## config.mk

```make
export PLATFORM = sky130hd
export DESIGN_NAME = border_fx_painter
export DESIGN_NICKNAME = d
export VERILOG_FILES = /design/src/rtl/border_fx_painter.sv
export SDC_FILE = /design/constraint.sdc
export NUM_CORES = 1
export LEC_CHECK = 0
export ABC_AREA = 0
export CAP_MARGIN = 20
export CORE_ASPECT_RATIO = 1.75
export CORE_MARGIN = 4
export CORE_UTILIZATION = 35
export CTS_CLUSTER_DIAMETER = 120
export DETAILED_ROUTE_END_ITERATION = 12
export RECOVER_POWER = 25
export SYNTH_ARGS = -nofsm -noshare
export SYNTH_HDL_FRONTEND = slang
export SYNTH_SLANG_ARGS = --single-unit
export TNS_END_PERCENT = 100
```

## constraint.sdc

```tcl
create_clock -name clk -period 3.9 [get_ports clk]
set_clock_uncertainty 0.15 [all_clocks]
set_input_delay 1.17 -clock clk [delete_from_list [all_inputs] [get_ports clk]]
set_output_delay 1.17 -clock clk [all_outputs]
set_load 0.02 [all_outputs]
```

## src/rtl/border_fx_painter.sv

```systemverilog
// Animated VGA border painter: edge-selectable border of any width with blink, colour-cycle and marching-stripe effects.
// One pixel-clock latency; animation state advances only on frame_start.
module border_fx_painter #(
  parameter int         H_ACTIVE        = 640,
  parameter int         V_ACTIVE        = 480,
  parameter int         BORDER_WIDTH    = 8,
  parameter int         FRAMES_PER_STEP = 8,
  parameter int         STRIPE_LOG2     = 3,
  parameter logic [5:0] RESET_COLOR     = 6'b111111
) (
  input  logic       clk,
  input  logic       rst_n,
  input  logic [9:0] hpos,
  input  logic [8:0] vpos,
  input  logic       frame_start,
  input  logic [3:0] side_en,
  input  logic [1:0] mode,
  input  logic [5:0] base_color,
  output logic       in_border,
  output logic [5:0] color
);

  typedef enum logic [1:0] {
    MODE_STATIC = 2'd0,
    MODE_BLINK  = 2'd1,
    MODE_CYCLE  = 2'd2,
    MODE_MARCH  = 2'd3
  } mode_t;

  localparam int FC_W = (FRAMES_PER_STEP > 1) ? $clog2(FRAMES_PER_STEP) : 1;
  localparam logic [FC_W-1:0] FC_LAST = FC_W'(FRAMES_PER_STEP - 1);

  // Geometry held one bit wider than the position inputs so limits up to 2^N still compare correctly.
  localparam logic [10:0] H_ACT   = 11'(H_ACTIVE);
  localparam logic [10:0] H_BW    = 11'(BORDER_WIDTH);
  localparam logic [10:0] H_RIGHT = 11'(H_ACTIVE - BORDER_WIDTH);
  localparam logic [9:0]  V_ACT   = 10'(V_ACTIVE);
  localparam logic [9:0]  V_BW    = 10'(BORDER_WIDTH);
  localparam logic [9:0]  V_BOT   = 10'(V_ACTIVE - BORDER_WIDTH);

  logic [FC_W-1:0] frame_cnt;
  logic [5:0]      step_cnt;
  mode_t           shadow_mode;
  logic [5:0]      shadow_color;

  always_ff @(posedge clk or negedge rst_n) begin
    if (!rst_n) begin
      frame_cnt    <= '0;
      step_cnt     <= '0;
      shadow_mode  <= MODE_STATIC;
      shadow_color <= RESET_COLOR;
    end else if (frame_start) begin
      shadow_mode  <= mode_t'(mode);
      shadow_color <= base_color;
      if (frame_cnt == FC_LAST) begin
        frame_cnt <= '0;
        step_cnt  <= step_cnt + 6'd1;
      end else begin
        frame_cnt <= frame_cnt + 1'b1;
      end
    end
  end

  logic [10:0] h_ext;
  logic [9:0]  v_ext;
  logic        active;
  logic        region;
  logic        march_odd;
  logic        nxt_border;
  logic [5:0]  nxt_color;

  always_comb begin
    h_ext      = {1'b0, hpos};
    v_ext      = {1'b0, vpos};
    active     = (h_ext < H_ACT) && (v_ext < V_ACT);
    region     = active && ((side_en[0] && (v_ext <  V_BW))  ||
                            (side_en[1] && (v_ext >= V_BOT)) ||
                            (side_en[2] && (h_ext <  H_BW))  ||
                            (side_en[3] && (h_ext >= H_RIGHT)));
    // Only the parity of the stripe index matters, and the LSB of a sum is the XOR of the operand LSBs.
    march_odd  = 1'((({1'b0, hpos} + {2'b0, vpos}) >> STRIPE_LOG2)) ^ step_cnt[0];
    nxt_border = region;
    nxt_color  = shadow_color;
    case (shadow_mode)
      MODE_BLINK:  nxt_border = region && !step_cnt[0];
      MODE_CYCLE:  nxt_color  = shadow_color + step_cnt;
      MODE_MARCH:  nxt_color  = march_odd ? ~shadow_color : shadow_color;
      default:     nxt_color  = shadow_color;
    endcase
    if (!nxt_border) begin
      nxt_color = 6'd0;
    end
  end

  always_ff @(posedge clk or negedge rst_n) begin
    if (!rst_n) begin
      in_border <= 1'b0;
      color     <= 6'd0;
    end else begin
      in_border <= nxt_border;
      color     <= nxt_color;
    end
  end

endmodule
```

Yosys cells after proc, flatten, opt, wreduce, memory -nomap -nowiden
Index checks and enable logic that the tools add are counted.
{"block": "totals", "mem_count": 0, "output_inout_bits": 7, "regBits": 24, "word_cells": 39, "in_bits": 34, "rom_bits": 0, "latch_bits": 0, "mem_bits_rw": 0}
{"block": "op_classes", "shifts": 0, "bitwise": 2, "div": 0, "n_reduce_logical": 12, "n_addsub": 4, "magnitude_cmp": 6, "eq_ne": 4, "muxes": 5, "n_mul": 0}
{"cell": "$mux W6", "n": 2}
{"cell": "$pmux W6 S2", "n": 1}
{"cell": "$ge A10 B10 Y1 const B", "n": 1}
{"cell": "$lt A10 B10 Y1 const B", "n": 1}
{"cell": "$lt A10 B4 Y1 const B", "n": 1}
{"cell": "$ge A9 B9 Y1 const B", "n": 1}
{"cell": "$lt A9 B4 Y1 const B", "n": 1}
{"cell": "$lt A9 B9 Y1 const B", "n": 1}
{"cell": "$logic_and A1 B1 Y1", "n": 7}
{"cell": "$add A6 B1 Y6 const B", "n": 1}
{"cell": "$add A6 B6 Y6", "n": 1}
{"cell": "$not A6 Y6", "n": 1}
{"cell": "$add A4 B4 Y4", "n": 1}
{"cell": "$eq A2 B2 Y1 const B", "n": 2}
{"cell": "$add A3 B1 Y3 const B", "n": 1}
{"cell": "$eq A3 B3 Y1 const B", "n": 1}
{"cell": "$logic_or A1 B1 Y1", "n": 3}
{"cell": "$mux W3", "n": 1}
{"cell": "$eq A2 B1 Y1 const B", "n": 1}
{"cell": "$reduce_and A2 Y1", "n": 1}
{"cell": "$logic_not A1 Y1", "n": 1}
{"cell": "$mux W1", "n": 1}
{"cell": "$xor A1 B1 Y1", "n": 1}

Logic depth before layout (Yosys ltp)
Gate-level depths: netlist (run 1).
{"block": "logic_depth", "word_depth": 9, "depth_mapped": 8, "depth_no_buf": 8}

Least setup slack after synthesis (run 1)
Ideal clock, no wire load.
{"block": "synth_path", "kind": "input to register", "from": "input hpos[1]", "to": "register color[5]", "cell_stages": 6, "arrival_ns": 2.653, "slack_ns": 1.010, "n_path_buf": 0, "setup_ns": 0.086, "t_required_ns": 3.664, "cell_sequence": "ha_1 -> a31o_2 -> a21oi_4 -> xor2_1 -> mux2_1 -> a31oi_1"}
{"block": "synth_via", "elab_chain_len": 8}
{"element": "start: declaration", "line": "13", "text": "input logic [9:0] hpos,"}
{"element": "$lt A10 B4 Y1", "line": "78", "text": "(side_en[2] && (h_ext < H_BW)) ||"}
{"element": "$logic_and A1 B1 Y1", "line": "78"}
{"element": "$logic_or A1 B1 Y1", "line": "77", "text": "(side_en[1] && (v_ext >= V_BOT)) ||"}
{"element": "$logic_or A1 B1 Y1", "line": "78"}
{"element": "$logic_and A1 B1 Y1", "line": "76", "text": "region = active && ((side_en[0] && (v_ext < V_BW)) ||"}
{"element": "$logic_and A1 B1 Y1", "line": "85", "text": "MODE_BLINK: nxt_border = region && !step_cnt[0];"}
{"element": "$mux W1", "line": "84", "text": "case (shadow_mode)"}
{"element": "$mux W6 *", "line": "90", "text": "if (!nxt_border) begin"}
{"element": "named net nxt_color[5]", "line": "70", "text": "logic [5:0] nxt_color;"}
{"element": "end signal: assignment", "line": "101", "text": "color <= nxt_color;"}
{"element": "end: declaration", "line": "20", "text": "output logic [5:0] color"}
Mark *: on every way through the listed nets, which the timed path passes. The rest lies on a longest branch.
A chain may end at the register's enable or synchronous reset.

Final worst setup path (run 1)
Ends and elaborated chain as after synthesis.

==> impl_metrics.tcl, run 1 <==
set metrics [dict create \
    peakVddDrop_mv 0.2981 \
    critical_path.cell_chain "clkdlybuf4s50_1, ha_1, a31o_2, a21oi_4, xor2_1, mux2_1, a31oi_1" \
    drc_errors 0 \
    viasPerCell 5.435 \
    drv_cap 0 \
    cts_setup_buffers 0 \
    antenna_found_initial 0 \
    synth_edf_count 0 \
    syn_area_mm2 0.001481 \
    worstSetupPathType "input pin to register" \
    setup_viol 0 \
    vias 1288 \
    worst-path-buf-inv 1 \
    max-clock-path-buffers 2 \
    power_mw 0.8465 \
    min_period_over_period_pct 82.42 \
    grt_usage_pct 13.76 \
    initial_core_util_pct 36.03 \
    period_minus_slack_ns 3.214 \
    wl_per_cell_um 15.19 \
    dr.pass1.iters 6 \
    crit_required_ns 3.94 \
    cp_top_family "compound AO/OA/AOI/OAI gates" \
    grt_setup_unrepaired "no" \
    worst_slack_ns 0.6856 \
    crit_path_max_fanout 4 \
    p_per_area_mw_per_mm2 424.7 \
    worstSetupStartpointType "input pin" \
    rows 31 \
    die_h_um 94.07 \
    hp-class "register to register" \
    synthFlopType "dfrtp_1" \
    cts_buffers 3 \
    n_fill_cell 404 \
    synth_top_cell_area_share_pct 30.41 \
    holdWs_ns 0.3498 \
    grt_pass1_vias 1385 \
    ys_async_sr_fraction_pct 100.0 \
    path_clk_slew_ns 0.08 \
    drt_iter0_markers 66 \
    grt-ovfl-total 0 \
    place.gp.congestion 0.7820 \
    ys_top_cells_by_area "dfrtp_1 30%, dfstp_2 11%, ha_1 8.4%" \
    diodes 0 \
    die_w_um 57.18 \
    clockRootBuffer "clkbuf_8" \
    cts_hold_buffers 0 \
    avgSynthCellArea_um2 10.15 \
    ioPinCount 41 \
    seq_area_frac_synth_pct 41.05 \
    syn_nets 191 \
    hp-start "step_cnt[5]" \
    slew_violations 0 \
    clock-sinks 24 \
    ys_seq_elements 24 \
    fin_nets 234 \
    syn_inst 146 \
    critPathLaunch "hpos[1]" \
    slowest_stage "clkdlybuf4s50_1" \
    dieArea_mm2 0.005379 \
    port_buffers 40 \
    drt_wl_total_mm 3.600 \
    p_leak_nw 0.8254 \
    crit_path_max_incr_delay_ns 0.41 \
    pre_cts_slack_ns 0.4111 \
    yosysWarnings 0 \
    synth_cell_types 48 \
    design_area_mm2 0.001993 \
    yosysTopAreaCell "dfrtp_1" \
    drt.antenna.violating_nets 0 \
    grt_max_degree 24 \
    worst_skew_pair.late_latency_ns 0.27 \
    htreeDepth 1 \
    status "finished, final reports clean" \
    grt_pass1_wl_mm 5.878 \
    area_delta_synth_final_pct 34.54 \
    cts_resized 0 \
    dp_hpwl_mm 2.928 \
    dpl_cell_area_mm2 0.001934 \
    finalHoldViolCount 0 \
    worstPathArrival_ns 3.25 \
    layout-drive-gt1-share_pct 14.36 \
    core_mm2 0.004111 \
    reg2reg_from "step_cnt[0]" \
    end_kind "register" \
    worstMarginPinSlew_ns 0.7602 \
    cts_tree "built" \
    timing.fmax_mhz 311.1 \
    maxSlewHeadroom_pct 49.27 \
    fin_tns_setup_ns 0 \
]
-- power breakdown --
group	total [mW]	switching [mW]	internal, mW
clock network	0.169	0.0790	0.0902
registers	0.352	0.0553	0.297
logic	0.325	0.159	0.167
total	0.847	0.293	0.554
-- sequential cells by signal, summed over array words and instances, names as in the netlist --
| register | cells |
|---|---|
| color | 6 |
| shadow_color | 6 |
| step_cnt | 6 |
| frame_cnt | 3 |
| shadow_mode | 2 |
| in_border | 1 |
-- Yosys cell counts (2+ instances only) --
cell       n
dfrtp_1   18
o21ai_0   12
ha_1      10
nand2_1   10
inv_1      9
nor2_1     8
dfstp_2    6
mux2_2     6
nand3_1    6
xnor2_1    5
nand4_1    4
clkbuf_1   3
nor4_1     3
xor2_1     3
a211oi_1   2
a21oi_1    2
a31o_2     2
a31oi_1    2
nand3b_1   2
nor2b_1    2
o21ai_1    2
o31ai_1    2
xnor2_2    2
-- cells by family after synthesis --
family / Yosys count / synth area share (%)
flops: 24 / 41.05
xor+xnor: 10 / 6.926
mux: 7 / 5.321
fa+ha+maj: 11 / 9.797
simple gates: 44 / 15.46
buf+inv: 14 / 3.885
compound gates: 36 / 17.57
-- worst reg2reg max path: cells and delay by family (launching register included) --
| family | cells | cell delay, ns |
|---|---|---|
| compound gates | 2 | 0.43 |
| fa+ha+maj | 2 | 0.65 |
| buf+inv | 1 | 0.07 |
| flops | 1 | 0.53 |
| simple gates | 3 | 0.37 |
-- layout by cell type, fill, tap and decap left out, types with 2 or more instances in the layout --
| master | count |
|---|---|
| clkbuf_8 | 4 |
| nand3b_1 | 2 |
| dfstp_2 | 6 |
| nand3_1 | 6 |
| clkdlybuf4s50_1 | 39 |
| o31ai_1 | 2 |
| inv_1 | 9 |
| nand4_1 | 4 |
| o21ai_0 | 12 |
| xnor2_1 | 5 |
| dfrtp_1 | 18 |
| nor2_1 | 8 |
| mux2_2 | 6 |
| a31oi_1 | 2 |
| ha_1 | 10 |
| o21ai_1 | 2 |
| nand2_1 | 10 |
| xor2_1 | 3 |
| a21oi_1 | 2 |
| xnor2_2 | 2 |
| buf_4 | 2 |
| a211oi_1 | 2 |
| nor2b_1 | 2 |
| a31o_2 | 2 |
| nor4_1 | 3 |
-- worst paths after layout --
check                      cells past startpoint              end  slack, ns
max                                            7         color[5]       0.69
min                                            1      step_cnt[5]       0.35
max reg2reg                                    8         color[4]       1.61
min reg2reg                                    1      step_cnt[5]       0.35
max in group asynchronous                      3  shadow_color[3]       1.31
min in group asynchronous                      1         color[5]       1.15
-- routing by layer --
metal	GRT usage, %	part of all wire, %	up-vias	routed length, um
met4	8.704	4.7	0	170
li1	-	-	617	-
met3	2.201	5.3	16	192
met1	13.16	36	608	1299
met5	0	0	-	0
met2	26.15	54	47	1937
-- stage by stage --
| step | instances | utilization, % |
|---|---|---|
| after detailed placement | 232 | 47.05 |
| after CTS | 236 | 48.39 |
| after global placement | 232 | 47.05 |
| final | 237 | 48.48 |
| after floorplan | 146 | - |
| after global routing | 237 | 48.48 |
-- cell type report --
cell class,instances,area (um2),area share [%]
Tap cell,49,61.31,3.076
Inverter,9,33.78,1.695
Clock buffer,4,55.05,2.762
Timing Repair Buffer,43,419.2,21.03
Multi-Input combinational cell,108,815.8,40.93
Sequential cell,24,608.1,30.51
No activity file was read; power rests on OpenSTA's default activity.
==> inputs of run 2 (changes only) <==
==> constraint.sdc (replaced) <==
create_clock -name clk -period 3.3 [get_ports clk]
set_clock_uncertainty 0.15 [all_clocks]
set_input_delay 0.99 -clock clk [delete_from_list [all_inputs] [get_ports clk]]
set_output_delay 0.99 -clock clk [all_outputs]
set_load 0.02 [all_outputs]
==> run 2 against run 1 <==
  * Sequential share of layout area fell by 0.11 points
  * Combinational power up 24%
  * Clock power grew 21%
  * Highest routed layer unchanged
==> impl_metrics.tcl, run 2 (same netlist as run 1, synthesis figures left out) <==
set metrics [dict create \
    dieArea_mm2 0.005379 \
    path_clk_slew_ns 0.09 \
    power_switching_mw 0.3600 \
    worstReg2RegEnd "color[4]" \
    pwr-share-clk_pct 19.9 \
    max-clock-path-buffers 2 \
    holdPathEnd "step_cnt[5]" \
    reg2reg_from "step_cnt[0]" \
    grt_setup_unrepaired "no" \
    layout-drive-gt1-share_pct 14.81 \
    p_seq_share_pct 40.9 \
    grt-ovfl-total 0 \
    dp.cells 234 \
    die_h_um 94.07 \
    wl_per_cell_um 15.97 \
    slew_violations 0 \
    crit_path_max_fanout 4 \
    drc_errors 0 \
    port_buffers 40 \
    peakVddDrop_mv 0.3580 \
    critPathLaunch "hpos[1]" \
    cts_setup_buffers 0 \
    end_kind "register" \
    timing.fmax_mhz 339.7 \
    status "finished, final reports clean" \
    die_w_um 57.18 \
    clockRootBuffer "clkbuf_8" \
    drt.antenna.violating_nets 0 \
    clock-sinks 24 \
    fin_nets 235 \
    n_fill_cell 416 \
    grt_max_degree 25 \
    crit_required_ns 3.34 \
    grt_pass1_wl_mm 6.106 \
    area_delta_synth_final_pct 35.05 \
    fin_tns_setup_ns 0 \
    power_frac_comb_pct 39.2 \
    cts_buffers 3 \
    drt_wl_total_mm 3.800 \
    dr.pass1.iters 4 \
    fin_util_pct 48.66 \
    cts_tree "built" \
    p_leak_nw 0.8296 \
    worstSetupPathType "input pin to register" \
    top_regs "color: 6 flops, shadow_color: 6 flops, step_cnt: 6 flops" \
    finalHoldViolCount 0 \
    final_cell_count_no_fill 238 \
    p_per_area_mw_per_mm2 512.0 \
    rr_worst_depth 8 \
    cts_resized 0 \
    grt_usage_pct 14.37 \
    worstMarginPinSlew_ns 1.292 \
    internal_power_mw 0.6644 \
    vias 1299 \
    htreeDepth 1 \
    setup_viol 0 \
    antenna_found_initial 0 \
    dp_hpwl_mm 3.053 \
    final_cell_mix "39 x clkdlybuf4s50_1, 18 x dfrtp_1, 12 x o21ai_0, 10 x nand2_1, 10 x ha_1" \
    viasPerCell 5.458 \
    period_minus_slack_ns 2.944 \
    hp-start "step_cnt[5]" \
    hp-class "register to register" \
    rows 31 \
    min_path_cells 1 \
    drv_cap 0 \
    drt_iter0_markers 45 \
    worst_skew_pair.late_latency_ns 0.27 \
    switching_share_pct 35.14 \
    worstSetupStartpointType "input pin" \
    cts_hold_buffers 0 \
    grt_pass1_vias 1369 \
    place.gp.congestion 0.8250 \
    min_period_over_period_pct 89.21 \
    rrSetupSlack_ns 0.89 \
    diodes 0 \
    ioPinCount 41 \
    worstPathArrival_ns 2.98 \
    maxSlewHeadroom_pct 13.88 \
    core_mm2 0.004111 \
    final_common_cell "clkdlybuf4s50_1" \
    initial_core_util_pct 36.03 \
]
## run 2: cell types whose count changed in the layout (fill, tap and decap cells not counted), sizes merged
cell	delta
buf	+1
## run 2: area by class of cell
type | instances | area (um2) | share of cell area (%)
sequential | 24 | 608.1 | 30.39
tap | 49 | 61.31 | 3.064
timing repair buffer | 44 | 426.7 | 21.33
clock buffer | 4 | 55.05 | 2.752
multi-input combinational | 108 | 815.8 | 40.78
inverter | 9 | 33.78 | 1.689
## run 2: through the flow
step | area, um2 | hold WS (ns) | power, mW | worst slack, ns
global placement | 1949 | 0.3378 | 0.7994 | 0.1304
floorplan | 1481 | 0.3148 | 0.6786 | 0.5904
CTS | 2004 | 0.3518 | 1.033 | 0.3801
finish | 2001 | 0.3525 | 1.024 | 0.3559
global route | 2001 | 0.3839 | 1.094 | 0.2905
detailed placement | 1949 | 0.3369 | 0.8252 | 0.1098
## run 2: worst max-delay path by stage
stage	to	depth (start not counted)	slack, ns
2_1_floorplan	color[5]	6	0.59
3_3_place_gp	color[5]	8	0.13
3_5_place_dp	color[5]	8	0.11
4_1_cts	color[5]	8	0.38
5_1_grt	color[2]	8	0.29
6_report	color[5]	8	0.36
## run 2: routing by layer
layer | part of all wire [%] | vias to the layer above | global-route usage [%]
met5 | 0 | - | 0
met3 | 5.4 | 11 | 2.338
li1 | - | 618 | -
met4 | 3.1 | 0 | 6.770
met2 | 55 | 48 | 27.96
met1 | 36 | 622 | 14.14
## run 2: power by group through the flow
stage	registers, mW	logic [mW]	clock network, mW
2_1_floorplan	0.399	0.280	0
6_report	0.419	0.402	0.204
3_5_place_dp	0.425	0.401	0
4_1_cts	0.419	0.405	0.209
3_3_place_gp	0.420	0.379	0
5_1_grt	0.426	0.447	0.221
## run 2: critical path, stage by stage
cell	delay, ns
clkdlybuf4s50_1	0.41
ha_1	0.29
a31o_2	0.26
a21oi_4	0.21
xor2_1	0.17
buf_4	0.15
mux2_1	0.33
a31oi_1	0.18
==> RTL change 1, RTL diff (settings of run 2) <==
Register the output `color` once more, cleared by the reset; this adds one clock of latency there. The other outputs are not delayed to match.
--- a/src/rtl/border_fx_painter.sv
+++ b/src/rtl/border_fx_painter.sv
@@ -37,6 +37,8 @@
   localparam logic [9:0]  V_ACT   = 10'(V_ACTIVE);
   localparam logic [9:0]  V_BW    = 10'(BORDER_WIDTH);
   localparam logic [9:0]  V_BOT   = 10'(V_ACTIVE - BORDER_WIDTH);
+
+  logic [5:0] color_s0;
 
   logic [FC_W-1:0] frame_cnt;
   logic [5:0]      step_cnt;
@@ -95,10 +97,18 @@
   always_ff @(posedge clk or negedge rst_n) begin
     if (!rst_n) begin
       in_border <= 1'b0;
-      color     <= 6'd0;
+      color_s0  <= 6'd0;
     end else begin
       in_border <= nxt_border;
-      color     <= nxt_color;
+      color_s0  <= nxt_color;
+    end
+  end
+
+  always_ff @(posedge clk or negedge rst_n) begin
+    if (!rst_n) begin
+      color <= '0;
+    end else begin
+      color <= color_s0;
     end
   end
 
Formal check against the unedited RTL: not equivalent (a bounded check fails within 4 cycles, from zero or initial values and one cycle with rst_n low).
==> RTL change 1 against run 2 <==
- the flow now finishes with violations (capacitance limit, slew limit)
- critical endpoint is now color_s0[3]$_DFF_PN0_
- count of clock-buffer cells in the layout up 4
- total power up 25%
- final cell count up 4.6%
- synthesized area rose by 11%
- design area rose by 10%
- routed wire length increased by 1.2%
- setup slack gained 100 ps
- critical path depth decreased by 1
- sequential cell count grew 6
==> RTL change 1: results (changes against run 2) <==
Reg power frac=0.387 (-0.022); sequential share of the synthesized area=0.462 (+0.0514); GR Util met2=0.260 (-0.0196); worst min-delay path startpoint=color_s0[0]$_DFF_PN0_; total power=1.28 mW (+25%); final worst path period need=2840 ps (-103 ps); synth unique cells=41 (-15%); routing usage on met3=0.0406 (+0.0172); Slew Viols, Final=31 (+31); layout cell share with drive strength beyond 1=0.126 (-0.0219); vias in the first global route=1465 (+7.0%); worst relative slew slack=-0.0262 (-0.165); Placed Area=2090 µm² (+7.4%); outcome=finished with violations; fin cells=249 (+4.6%); first-pass GRT wire length=6310 µm (+3.4%); Max Cap Viol=1 (+1); most common library cells after synthesis=dfrtp_1 (24), nand2_1 (14), ha_1 (10), inv_1 (10), o21ai_0 (9); met3 routed WL=217 µm (+5.9%); syn_nets=199 (+4.2%); number of DRC markers in iteration 0=11 (-76%); Routed WL=3850 µm (+1.2%); largest net degree at the start of global routing=31 (+24%); Critical Path Source=hpos[2]; DP Wirelength=3090 µm (+1.3%); maximum vdd ir drop=0.000387 V (+8.2%); CTS Buf Count=5 (+2); GPL Wtd Cong=0.803 (-2.7%); met1 Track Usage GR=0.139 (-0.00231); pre-CTS setup slack=178 ps (+68.1 ps); r2r startpoint=shadow_color[0]$_DFFE_PN1P_; Total GRT Usage=0.143 (-0.000474); placed cells=241 (+3.0%); net switching power figure=405 µW (+12%); Critical Path AT=2870 ps (-110 ps); vias per cell=5.37 (-1.7%); failing checks=capacitance limit, slew limit; Met1 Wirelength=1370 µm (-0.36%); comb pwr=439 µW (+9.2%); Reg clk slew, reported paths=60 ps (-30 ps); final hold slack=204 ps (-148 ps)
## RTL change 1: cells by family after synthesis
| family | synth area share |
|---|---|
| adder cells (fa/ha/maj) | 0.0884 |
| XOR/XNOR | 0.0625 |
| multiplexers | 0.0526 |
| AND/OR/NAND/NOR | 0.144 |
| AO/OA/AOI/OAI | 0.152 |
| flip-flops | 0.462 |
| buffers and inverters | 0.0389 |
## RTL change 1: cell type report
class | instances | area (µm²)
fill | 434 | 2280
multi-input combinational | 108 | 820
sequential | 30 | 758
timing repair buffer | 42 | 412
clock buffer | 8 | 110
tap | 51 | 63.8
inverter | 10 | 37.5
## RTL change 1: final timing paths
check	end	cells past startpoint
min	color[0]$_DFF_PN0_	0
max reg2reg	color_s0[4]$_DFF_PN0_	8
min reg2reg	color[0]$_DFF_PN0_	0
max in group asynchronous	shadow_mode[1]$_DFFE_PN0P_	2
min in group asynchronous	step_cnt[1]$_DFFE_PN0P_	2
max	color_s0[3]$_DFF_PN0_	7
==> RTL change 2, RTL diff (settings of run 2) <==
Without the edit above. `FRAMES_PER_STEP`: 8 -> 16.
--- a/src/rtl/border_fx_painter.sv
+++ b/src/rtl/border_fx_painter.sv
@@ -4,7 +4,7 @@
   parameter int         H_ACTIVE        = 640,
   parameter int         V_ACTIVE        = 480,
   parameter int         BORDER_WIDTH    = 8,
-  parameter int         FRAMES_PER_STEP = 8,
+  parameter int         FRAMES_PER_STEP = 16,
   parameter int         STRIPE_LOG2     = 3,
   parameter logic [5:0] RESET_COLOR     = 6'b111111
 ) (
Behaviour: not the same (a bounded check fails within 10 cycles, from zero or initial values and one cycle with rst_n low).
==> RTL change 2 against run 2 <==
- count of clock-buffer cells in the layout shrank 1
- sequential cell count grew 1
- final cell count grew 5.0%
- first-iteration DRC count shrank 16%
- setup slack gained 92 ps
- non-clock buffer count shrank 2
- synthesized area grew 4.5%
- die area grew 4.0%
- design area grew 2.4%
- total power shrank 4.8%
- critical path type unchanged
- largest power group unchanged
- critical path depth shrank 1
- maximum frequency grew 3.2%
- global-route usage grew 0.50 points
- routed wire length grew 1.6%
==> RTL change 2: results (changes against run 2) <==
r2r startpoint=shadow_color[0]$_DFFE_PN1P_; mux cell area share after synthesis=0.0695 (+0.0163); Critical Path AT=2870 ps (-110 ps); seq pwr=436 µW (+4%); fin cells=250 (+5.0%); total power=975 µW (-4.8%); pre-CTS setup slack=144 ps (+33.8 ps); worst min-delay path startpoint=frame_cnt[3]$_DFFE_PN0P_; largest net degree at the start of global routing=26 (+4.0%); Worst path slowest cell=clkdlybuf4s50_1; Met2 Wirelength=2140 µm (+1.9%); maximum vdd ir drop=0.000374 V (+4.4%); 1st-pass router iterations=4 (unchanged); Placed Area=2010 µm² (+2.9%); DP Wirelength=3150 µm (+3.3%); syn_nets=204 (+6.8%); reg2reg setup slack=1170 ps (+280 ps); most common library cells after synthesis=dfrtp_1 (19), nand2_1 (16), o21ai_0 (13); Post-Syn Area per Cell=9.67 µm² (-4.7%); mean routed wirelength per cell=15.4 µm (-3.3%); GR Util met2=0.282 (+0.00214); met1 Track Usage GR=0.148 (+0.00699); Mapped Area=1550 µm² (+4.5%); routing usage on met3=0.0255 (+0.00212); vias per cell=5.44 (-0.40%); Clock power frac=0.183 (-0.016); Tcrit/Tclk final=0.864 (-0.0278); Compound-Gate Fraction of Synth Area=0.148 (-0.0277); first-pass GRT wire length=6400 µm (+4.9%); Met1 Wirelength=1350 µm (-1.5%); FMAX=0.351 GHz (+3.2%); layout cell share with drive strength beyond 1=0.109 (-0.0387); sequential share of the synthesized area=0.409 (-0.00142); outcome=completed; number of DRC markers in iteration 0=38 (-16%); Internal=638 µW (-4.0%); GPL Wtd Cong=0.831 (+0.72%); critical path fanouts, max=10 (+6); hold endpoint=frame_cnt[3]$_DFFE_PN0P_; synthesized-area fraction occupied by adder cells=0.0857 (-0.0123); met3 routed WL=249 µm (+21%); Synth Area in XOR/XNOR=0.0784 (+0.00916); vias in the first global route=1439 (+5.1%); Total GRT Usage=0.149 (+0.00503); top post-synthesis cells by area=dfrtp_1 (31%), dfstp_2 (10%), ha_1 (7.3%), xnor2_1 (5.1%), mux2_2 (4.4%); synth unique cells=43 (-10%); worst relative slew slack=0.105 (-0.0340); Pleak=0.828 nW (-0.17%); ys flop type=dfrtp_1
-- RTL change 2: changes by cell type in the layout (fill, tap and decap cells not counted), sizes merged, moves of 3 or more --
cell and delta:
nor2 +3, mux2i +4, xnor2 +3, nand2 +6
-- RTL change 2: metrics by stage --
stage	utilization	hold WS, ps
5_1_grt	0.489	403
3_5_place_dp	0.479	364
4_1_cts	0.490	384
3_3_place_gp	0.479	345
2_1_floorplan	-	323
6_report	0.489	387
-- RTL change 2: area by class of cell --
| cell class | count | area [µm²] |
|---|---|---|
| clock buffer | 3 | 41.3 |
| clock inverter | 1 | 5.00 |
| fill | 418 | 2140 |
| inverter | 8 | 30.0 |
| multi-input combinational | 122 | 866 |
| sequential | 25 | 633 |
| tap | 49 | 61.3 |
| timing repair buffer | 42 | 412 |
-- RTL change 2: logic make-up after synthesis --
logic type | Yosys count
buffers and inverters | 13
adders and majority gates | 10
AOI/OAI and AO/OA | 34
and+or+nand+nor | 55
xor gates and xnor gates | 13
DFF | 25
muxes | 10
